$ cat src/rtl/secam_pkg.sv
// secam_pkg
//   Shared definitions for the SECAM chroma line sequencer:
//   - seq_state_e : per-line sequencing states
//   - *_DEF       : default line timing constants (625-line SECAM, 3456 clk/line)
//   - sat9()      : symmetric saturation of a signed 9-bit chroma sample
package secam_pkg;

  typedef enum logic [2:0] {
    IDLE   = 3'd0,
    BLANK  = 3'd1,
    SETTLE = 3'd2,
    ACTIVE = 3'd3,
    TAIL   = 3'd4
  } seq_state_e;

  localparam int LINE_CLOCKS_DEF    = 3456;
  localparam int ACTIVE_START_DEF   = 560;
  localparam int ACTIVE_LEN_DEF     = 2560;
  localparam int SETTLE_LEN_DEF     = 32;
  localparam int FILTER_LATENCY_DEF = 4;
  localparam int CHROMA_LIMIT_DEF   = 200;

  // Clamp x to [-lim, +lim]. Compared at 10 bits so -lim stays representable
  // and the 9-bit input range never wraps during the comparison.
  function automatic logic signed [8:0] sat9(input logic signed [8:0] x,
                                             input logic [7:0]        lim);
    logic signed [9:0] xw;
    logic signed [9:0] pos;
    logic signed [9:0] neg;
    xw  = {x[8], x};
    pos = {2'b00, lim};
    neg = -pos;
    if (xw > pos) begin
      sat9 = pos[8:0];
    end else if (xw < neg) begin
      sat9 = neg[8:0];
    end else begin
      sat9 = x;
    end
  endfunction

endpackage

$ cat src/rtl/secam_align_delay.sv
// secam_align_delay
//   DEPTH-stage shift register with synchronous flush, used to line up the
//   active flag and line parity with the output of the pre-emphasis filter.
//   Ports:
//     clk, rst_n : clock, asynchronous active-low reset
//     flush      : synchronous clear of every stage (in-flight data dropped)
//     d          : WIDTH-bit input word
//     q          : WIDTH-bit word delayed by DEPTH clocks
module secam_align_delay #(
  parameter int DEPTH = 5,
  parameter int WIDTH = 2
) (
  input  logic             clk,
  input  logic             rst_n,
  input  logic             flush,
  input  logic [WIDTH-1:0] d,
  output logic [WIDTH-1:0] q
);

  logic [WIDTH-1:0] stage_r [DEPTH];

  // Shift chain; a flush empties it in the same clock it is sampled.
  always_ff @(posedge clk or negedge rst_n) begin
    if (!rst_n) begin
      for (int i = 0; i < DEPTH; i++) stage_r[i] <= '0;
    end else if (flush) begin
      for (int i = 0; i < DEPTH; i++) stage_r[i] <= '0;
    end else begin
      stage_r[0] <= d;
      for (int i = 1; i < DEPTH; i++) stage_r[i] <= stage_r[i-1];
    end
  end

  assign q = stage_r[DEPTH-1];

endmodule

$ cat src/rtl/secam_chroma_line_sequencer.sv
// secam_chroma_line_sequencer
//   Per-line sequencer for the SECAM chroma pre-emphasis low-pass filter.
//   Alternates Dr/Db per line, clamps the selected sample, zero-feeds the
//   filter before (SETTLE) and after (TAIL) active video, and produces a
//   carrier gate aligned with the filter output.
//   Ports:
//     clk, rst_n  : clock, asynchronous active-low reset
//     newline     : 1-clk line-start pulse (restarts h counter, forces BLANK)
//     newframe    : qualifies a coincident newline as first line of frame (Dr)
//     vblank      : sampled at newline; suppresses chroma for the whole line
//     db, dr      : signed 9-bit colour-difference samples
//     filter_in   : registered signed sample into the filter
//     chroma_en   : carrier gate, aligned to filter output
//     line_is_dr  : line parity, aligned to chroma_en
//     busy        : FSM in SETTLE, ACTIVE or TAIL (combinational)
module secam_chroma_line_sequencer
  import secam_pkg::*;
#(
  parameter int LINE_CLOCKS    = LINE_CLOCKS_DEF,
  parameter int ACTIVE_START   = ACTIVE_START_DEF,
  parameter int ACTIVE_LEN     = ACTIVE_LEN_DEF,
  parameter int SETTLE_LEN     = SETTLE_LEN_DEF,
  parameter int FILTER_LATENCY = FILTER_LATENCY_DEF,
  parameter int CHROMA_LIMIT   = CHROMA_LIMIT_DEF
) (
  input  logic       clk,
  input  logic       rst_n,
  input  logic       newline,
  input  logic       newframe,
  input  logic       vblank,
  input  logic [8:0] db,
  input  logic [8:0] dr,
  output logic [8:0] filter_in,
  output logic       chroma_en,
  output logic       line_is_dr,
  output logic       busy
);

  localparam int HW = (LINE_CLOCKS > 1) ? $clog2(LINE_CLOCKS) : 1;
  localparam int TW = (FILTER_LATENCY > 1) ? $clog2(FILTER_LATENCY) : 1;

  localparam logic [HW-1:0] H_LAST   = HW'(LINE_CLOCKS - 1);
  localparam logic [HW-1:0] H_SETTLE = HW'(ACTIVE_START - SETTLE_LEN);
  localparam logic [HW-1:0] H_ACTIVE = HW'(ACTIVE_START);
  localparam logic [HW-1:0] H_END    = HW'(ACTIVE_START + ACTIVE_LEN);
  localparam logic [TW-1:0] T_LAST   = TW'(FILTER_LATENCY - 1);
  localparam logic [7:0]    LIMIT    = 8'(CHROMA_LIMIT);

  seq_state_e        state_r;
  seq_state_e        state_nxt_s;
  logic [HW-1:0]     h_cnt_r;
  logic [HW-1:0]     h_nxt_s;
  logic [TW-1:0]     tail_cnt_r;
  logic [TW-1:0]     tail_nxt_s;
  logic              is_dr_r;
  logic              vblank_line_r;
  logic signed [8:0] sample_s;
  logic [8:0]        filter_in_r;
  logic [1:0]        align_d_s;
  logic [1:0]        align_q_s;

  // Next horizontal count: cleared by newline, otherwise saturating increment.
  always_comb begin
    h_nxt_s = h_cnt_r;
    if (newline) begin
      h_nxt_s = '0;
    end else if (h_cnt_r != H_LAST) begin
      h_nxt_s = h_cnt_r + HW'(1);
    end else begin
      h_nxt_s = h_cnt_r;
    end
  end

  // Next-state logic. Transitions compare against the *next* h count so the
  // state is already SETTLE/ACTIVE/TAIL in the clock whose h_cnt equals the
  // boundary value.
  always_comb begin
    state_nxt_s = state_r;
    tail_nxt_s  = tail_cnt_r;
    if (newline) begin
      state_nxt_s = BLANK;
      tail_nxt_s  = '0;
    end else begin
      case (state_r)
        IDLE: begin
          state_nxt_s = IDLE;
        end
        BLANK: begin
          if ((h_nxt_s == H_SETTLE) && !vblank_line_r) state_nxt_s = SETTLE;
          else                                         state_nxt_s = BLANK;
        end
        SETTLE: begin
          if (h_nxt_s == H_ACTIVE) state_nxt_s = ACTIVE;
          else                     state_nxt_s = SETTLE;
        end
        ACTIVE: begin
          if (h_nxt_s == H_END) begin
            state_nxt_s = TAIL;
            tail_nxt_s  = '0;
          end else begin
            state_nxt_s = ACTIVE;
          end
        end
        TAIL: begin
          if (tail_cnt_r == T_LAST) begin
            state_nxt_s = BLANK;
          end else begin
            state_nxt_s = TAIL;
            tail_nxt_s  = tail_cnt_r + TW'(1);
          end
        end
        default: begin
          state_nxt_s = IDLE;
        end
      endcase
    end
  end

  // State, counters, and per-line parity/vblank captured at newline.
  always_ff @(posedge clk or negedge rst_n) begin
    if (!rst_n) begin
      state_r       <= IDLE;
      h_cnt_r       <= '0;
      tail_cnt_r    <= '0;
      is_dr_r       <= 1'b0;
      vblank_line_r <= 1'b0;
    end else begin
      state_r    <= state_nxt_s;
      h_cnt_r    <= h_nxt_s;
      tail_cnt_r <= tail_nxt_s;
      if (newline) begin
        is_dr_r       <= newframe ? 1'b1 : ~is_dr_r;
        vblank_line_r <= vblank;
      end else begin
        is_dr_r       <= is_dr_r;
        vblank_line_r <= vblank_line_r;
      end
    end
  end

  assign sample_s = sat9(is_dr_r ? $signed(dr) : $signed(db), LIMIT);

  // Filter feed: clamped sample in ACTIVE, zeros otherwise. A newline zeroes
  // it at once so an aborted line leaves no stray sample behind.
  always_ff @(posedge clk or negedge rst_n) begin
    if (!rst_n) begin
      filter_in_r <= 9'd0;
    end else if (newline) begin
      filter_in_r <= 9'd0;
    end else if (state_r == ACTIVE) begin
      filter_in_r <= sample_s;
    end else begin
      filter_in_r <= 9'd0;
    end
  end

  assign align_d_s = {is_dr_r, (state_r == ACTIVE)};

  // One stage matches the filter_in register, the rest the filter latency.
  // Flushing on every newline is harmless in IDLE, where the chain is empty.
  secam_align_delay #(
    .DEPTH(1 + FILTER_LATENCY),
    .WIDTH(2)
  ) u_align (
    .clk  (clk),
    .rst_n(rst_n),
    .flush(newline),
    .d    (align_d_s),
    .q    (align_q_s)
  );

  assign filter_in  = filter_in_r;
  assign chroma_en  = align_q_s[0];
  assign line_is_dr = align_q_s[1];
  assign busy       = (state_r == SETTLE) || (state_r == ACTIVE) || (state_r == TAIL);

endmodule

$ cat config.mk
export PLATFORM = sky130hd
export DESIGN_NAME = secam_chroma_line_sequencer
export DESIGN_NICKNAME = d
export VERILOG_FILES = /design/src/rtl/secam_pkg.sv /design/src/rtl/secam_align_delay.sv /design/src/rtl/secam_chroma_line_sequencer.sv
export SDC_FILE = /design/constraint.sdc
export NUM_CORES = 1
export LEC_CHECK = 0
export BUFFER_PORTS_ARGS = -buffer_cell sky130_fd_sc_hd__buf_4
export CAP_MARGIN = 20
export CORE_MARGIN = 4
export CORE_UTILIZATION = 40
export CTS_BUF_LIST = sky130_fd_sc_hd__clkbuf_4 sky130_fd_sc_hd__clkbuf_8
export CTS_CLUSTER_DIAMETER = 40
export DETAILED_ROUTE_END_ITERATION = 10
export HOLD_SLACK_MARGIN = 0.02
export SYNTH_ARGS = -nofsm -noshare
export SYNTH_HDL_FRONTEND = slang
export SYNTH_HIERARCHICAL = 1
export SYNTH_SLANG_ARGS = --single-unit
$ cat constraint.sdc
create_clock -name clk -period 2.5 [get_ports clk]
set_input_delay 0.25 -clock clk [delete_from_list [all_inputs] [get_ports clk]]
set_output_delay 0.25 -clock clk [all_outputs]
set_load 0.005 [all_outputs]
* After elaboration in Yosys (flattened, before gate mapping) *
Cells that the tools add are included.

operators by class
  add/sub/neg operators = 2
  $lt $le $gt $ge = 2
  eq/ne operators = 11
  mux-type cells = 19
  bitwise operators = 1
  reduce and logical (&&, ||, !) cells = 6

operators with widths
  kind                                                   count
  2-to-1 mux 9 bit                                       5
  == test 12 x 10 -> 1 bit (second input constant)       2
  2-to-1 mux 12 bit                                      2
  adder 12 x 1 -> 12 bit (second input constant)         1
  == test 12 bit (second input constant)                 1
  != test 12 bit (second input constant)                 1
  one-hot mux 3 bit (4 select lines)                     1
  2-to-1 mux 10 bit                                      1
  greater-than comparator 9 bit (second input constant)  1
  less-than comparator 9 bit (second input constant)     1
  2-to-1 mux 3 bit                                       3
  2-to-1 mux 2 bit                                       4
  == test 3 x 2 -> 1 bit (second input constant)         2
  != test 3 bit (second input constant)                  2
  one-hot mux 2 bit (2 select lines)                     1
  == test 3 x 1 -> 1 bit (second input constant)         1
  == test 3 bit (second input constant)                  1
  AND reduction 3 bit                                    1
  nonzero test 3 bit                                     1
  adder 2 x 1 -> 2 bit (second input constant)           1
  == test 2 bit (second input constant)                  1
  logical OR 1 bit                                       2
  2-to-1 mux 1 bit                                       2
  logical AND 1 bit                                      1
  other kinds (2)                                        2

word-level totals
  register bits after elaboration = 38
  input bits = 23
  output and inout port bits = 12
  word-level logic and storage cells = 52

* Logic depth before layout (Yosys ltp) *
  depth after elaboration = 8
  depth in mapped cells = 8
  gate-level depth less buffers = 8

* Hierarchy *
Netlist, hierarchy kept.

by module, submodules not included
  module                       times used  cells each  area an instance (um^2)  seq. area each (um^2)
  secam_chroma_line_sequencer  1           175         1652.8                   700.7
  secam_align_delay            1           22          327.8                    250.2

* Worst setup path before layout *
No wires, ideal clock.

  path type = flip-flop to flip-flop
  from = reg h_cnt_r[0]
  to = reg state_r[0]
  setup time = 131 ps
  arrival time = 2217 ps
  required time = 2369 ps
  path slack = 153 ps
  cell stages (with the launch flop) = 9
  path buffers = 0
  cell sequence = dfrtp_1 > ha_1 > nand3_2 > xor2_1 > or4_4 > nor4b_4 > and4_4 > and3_1 > o41ai_2

on the way
  word-level cells in the longest chain between the ends = 8

ends and longest elaborated chain
  what                                                             RTL line                                                              RTL
  start: declaration                                               secam_chroma_line_sequencer.sv:51                                     logic [HW-1:0] h_cnt_r;
  start signal: assignment                                         secam_chroma_line_sequencer.sv:129                                    h_cnt_r <= h_nxt_s;
  adder 12 x 1 -> 12 bit / != test 12 bit (equally long branches)  secam_chroma_line_sequencer.sv:68, secam_chroma_line_sequencer.sv:67
  2-to-1 mux 12 bit (*)                                            secam_chroma_line_sequencer.sv:67                                     end else if (h_cnt_r != H_LAST) begin
  2-to-1 mux 12 bit (*)                                            secam_chroma_line_sequencer.sv:65                                     if (newline) begin
  == test 12 x 10 -> 1 bit                                         secam_chroma_line_sequencer.sv:89                                     if ((h_nxt_s == H_SETTLE) && !vblank_line_r) state_nxt_s = SETTLE;
  logical AND 1 bit                                                secam_chroma_line_sequencer.sv:89
  2-to-1 mux 2 bit                                                 secam_chroma_line_sequencer.sv:89
  one-hot mux 3 bit (4 select lines) (*)                           secam_chroma_line_sequencer.sv:84                                     case (state_r)
  2-to-1 mux 3 bit (*)                                             secam_chroma_line_sequencer.sv:80                                     if (newline) begin
  net state_nxt_s[0]                                               secam_chroma_line_sequencer.sv:50                                     seq_state_e state_nxt_s;
  end signal: assignment                                           secam_chroma_line_sequencer.sv:128                                    state_r <= state_nxt_s;
  end: declaration                                                 secam_chroma_line_sequencer.sv:49                                     seq_state_e state_r;

Mark *: on every way through the listed nets, which the timed path passes. The rest lies on a longest branch.
A chain may end at the register's enable or synchronous reset.

* Worst setup path after layout *
  from = reg h_cnt_r[1]
  to = reg state_r[0]

The elaborated chain is that of the path after synthesis.

==> results.cfg <==
[cells_and_area]
final_util = 0.531
fin_area_mm2 = 0.00252
finalNonFillerCells = 312
regArea_um2 = 953
nNetsFinal = 270
areaGrowthSynthToFinish_pct = 27.4
multi_input_area_mm2 = 0.00101
diodes = 0
layout-drive-gt1-share = 0.302
fill_cells = 443

[timing]
setup_viol = 0
drv_slew = 0
holdWs_ns = 0.194
tns_ns = 0
min_period_ns = 2.44
finalCritPeriodShare = 0.976
slew_headroom = 0.678
tightest_slew_ns = 0.484
finClkSkew_ns = 0.00769
fmax_ghz = 0.410
final_hold_viol_count = 0
grt_setup_unrepaired = true

[floorplan]
ioPinCount = 35
core-area_mm2 = 0.00475
num_rows = 25
fp.dieW_um = 78.4
initial_utilization = 0.417
die_h_um = 78.4
dieArea_mm2 = 0.00614

[yosys]
syn_nets = 223
avgSynthCellArea_um2 = 10.1
synth_top_cell_by_area = dfrtp_1
muxShareOfSynthArea = 0.0417
synthAdderAreaFrac = 0.0190
yosys.area_share.simple = 0.261
synth_area_mm2 = 0.00198
synth_top_area_frac = 0.480
synth-compound-area-share = 0.144
synth_xor_area_frac = 0.0265
syn_inst = 197
synth.distinct_cells = 47
yosysWarnings = 6
synth-seq-cells = 38
synth_edf_count = 0
ys_async_sr_fraction = 1.00
synth_top_family_by_area = simple AND/OR/NAND/NOR gates
seq_area_frac_synth = 0.480
ys.flop_type = dfrtp_1
synth_area_leaders = dfrtp_1 (48%), nor2_1 (5.1%), nor2b_1 (4.1%)

[flow_run]
cap_violations = 0

[route]
ant_nets = 0
drt_first_pass_iters = 4
vias = 1575
routed_wl_mm = 4.22
drc = 0
vias_per_cell = 5.05
wl_per_cell_um = 13.5
drtIter0Drc = 78

[cts]
clock_latency_ns = 0.28
path_clk_slew_ns = 0.08
cts.path.max_buffers = 2
htreeDepth = 2
cts_tree = yes
cts_root_buf = clkbuf_8
clkSinkCount = 38
numCtsBuffers = 5

[worst_setup_path]
end_kind = flip-flop
arrival_ns = 2.60
reg2regPathDepth = 8
critical_path_required_ns = 2.66
cp-start-kind = flip-flop
criticalPathCategory = flip-flop to flip-flop
path_max_fanout = 5

[pwr]
leakage_nw = 1.17
p_per_area_mw_per_mm2 = 489
ir_drop_uv = 295

[global_routing]
antenna_found_initial = 0
grt_start_max_net_pins = 39
grt_overflow_total = 0
grt_use_total = 0.147
grt_pass1_wl_mm = 7.20
grt_pass1_vias = 1540

[min_path]
hold_depth = 3
min_path_type = input port to flip-flop

[place]
routabilityCongestion = 0.785
dp_cells = 300
postPlaceCellArea_mm2 = 0.00235
hpwl_mm = 2.95
numPortBuffers = 34

[outcome]
status = completed
cell usage in the layout, fill, tap and decap left out, types with 6 or more instances in the layout:
master    Yosys  layout
clkbuf_8      0       6
nand2_1      13      13
buf_4         2      47
a21oi_1      11      11
nand3_1       8       8
nor2_1       27      27
dfrtp_1      38      36
mux2i_1       6       6
nor2b_1      13      13
a31oi_1       7       7
nor3_1        6       6
synth_stat cells (all sizes together) (4+ instances only):
cell type and instances:
nand2 13, nand2b 4, mux2i 6, nand3 9, dfrtp 38, nor2 27
xor2 4, nor2b 13, inv 4, a31oi 7, or4 4, a21oi 11
nor4 4, buf 6, nor3 6
cell type report:
cell class / count / area share
multi-input cells: 147 / 0.401
clock buffers: 6 / 0.0327
inverters: 4 / 0.00595
flip-flops and latches: 38 / 0.378
repair buffers: 48 / 0.144
well taps: 67 / 0.0332
clock inverters: 2 / 0.00496
final timing paths:
path,startpoint,end,slack [ns]
setup / recovery,h_cnt_r[1]$_DFF_PN0_,state_r[0]$_DFF_PN0_,0.06
hold / removal,newframe,is_dr_r$_DFFE_PN0P_,0.19
setup reg to reg,h_cnt_r[1]$_DFF_PN0_,state_r[0]$_DFF_PN0_,0.06
hold reg to reg,u_align/stage_r[8]$_DFF_PN0_,u_align/stage_r[6]$_DFF_PN0_,0.46
max in group asynchronous,rst_n,h_cnt_r[0]$_DFF_PN0_,1.67
min in group asynchronous,rst_n,h_cnt_r[2]$_DFF_PN0_,0.46
worst max-delay path: stages, from the launching register on:
cell,delay [ns]
dfrtp_1,0.44
ha_4,0.18
nand3_4,0.10
xor2_2,0.17
or4_4,0.55
nor4b_4,0.34
and4_4,0.31
and3_4,0.19
o41ai_2,0.06
sequential cells by signal (all words and copies together), names as in the netlist:
signal and flops:
filter_in 9, h_cnt_r 12, is_dr_r 1, state_r 3, tail_cnt_r 2, u_align/q 2, u_align/stage_r 8, vblank_line_r 1
layer usage:
| metal | wire length [um] | vias up | GRT usage |
|---|---|---|---|
| li1 | - | 803 | - |
| met1 | 2110 | 731 | 0.209 |
| met2 | 1940 | 39 | 0.223 |
| met3 | 145 | 2 | 0.0390 |
| met4 | 20 | 0 | 0.0367 |
| met5 | 0 | - | 0 |
what timing repair did:
item                                   in CTS  in global routing
resized for setup                           0                  8
endpoints found under the hold margin      38                  0
hold buffers                                1                  0
setup buffers                               0                  3
setup endpoints to repair                   0                  4
power breakdown:
part           internal, mW  switching [mW]  leakage, nW  total (mW)
registers             0.627          0.0185        0.513       0.645
clock network         0.222           0.215       0.0472       0.436
logic                0.0771          0.0749        0.606       0.152
kinds of logic after synthesis:
logic type | count (synthesis)
compound gates | 38
xor+xnor | 6
fa+ha+maj | 3
buf+inv | 12
flops | 38
mux | 8
simple gates | 92
stage by stage:
stage	setup WS [ns]	total power [mW]
floorplan	0.153	0.730
global placement	0.127	0.800
detailed placement	0.0955	0.800
CTS	0.0556	1.25
global route	-0.0340	1.31
finish	0.0612	1.23
Power figures use the tool's default switching activity.
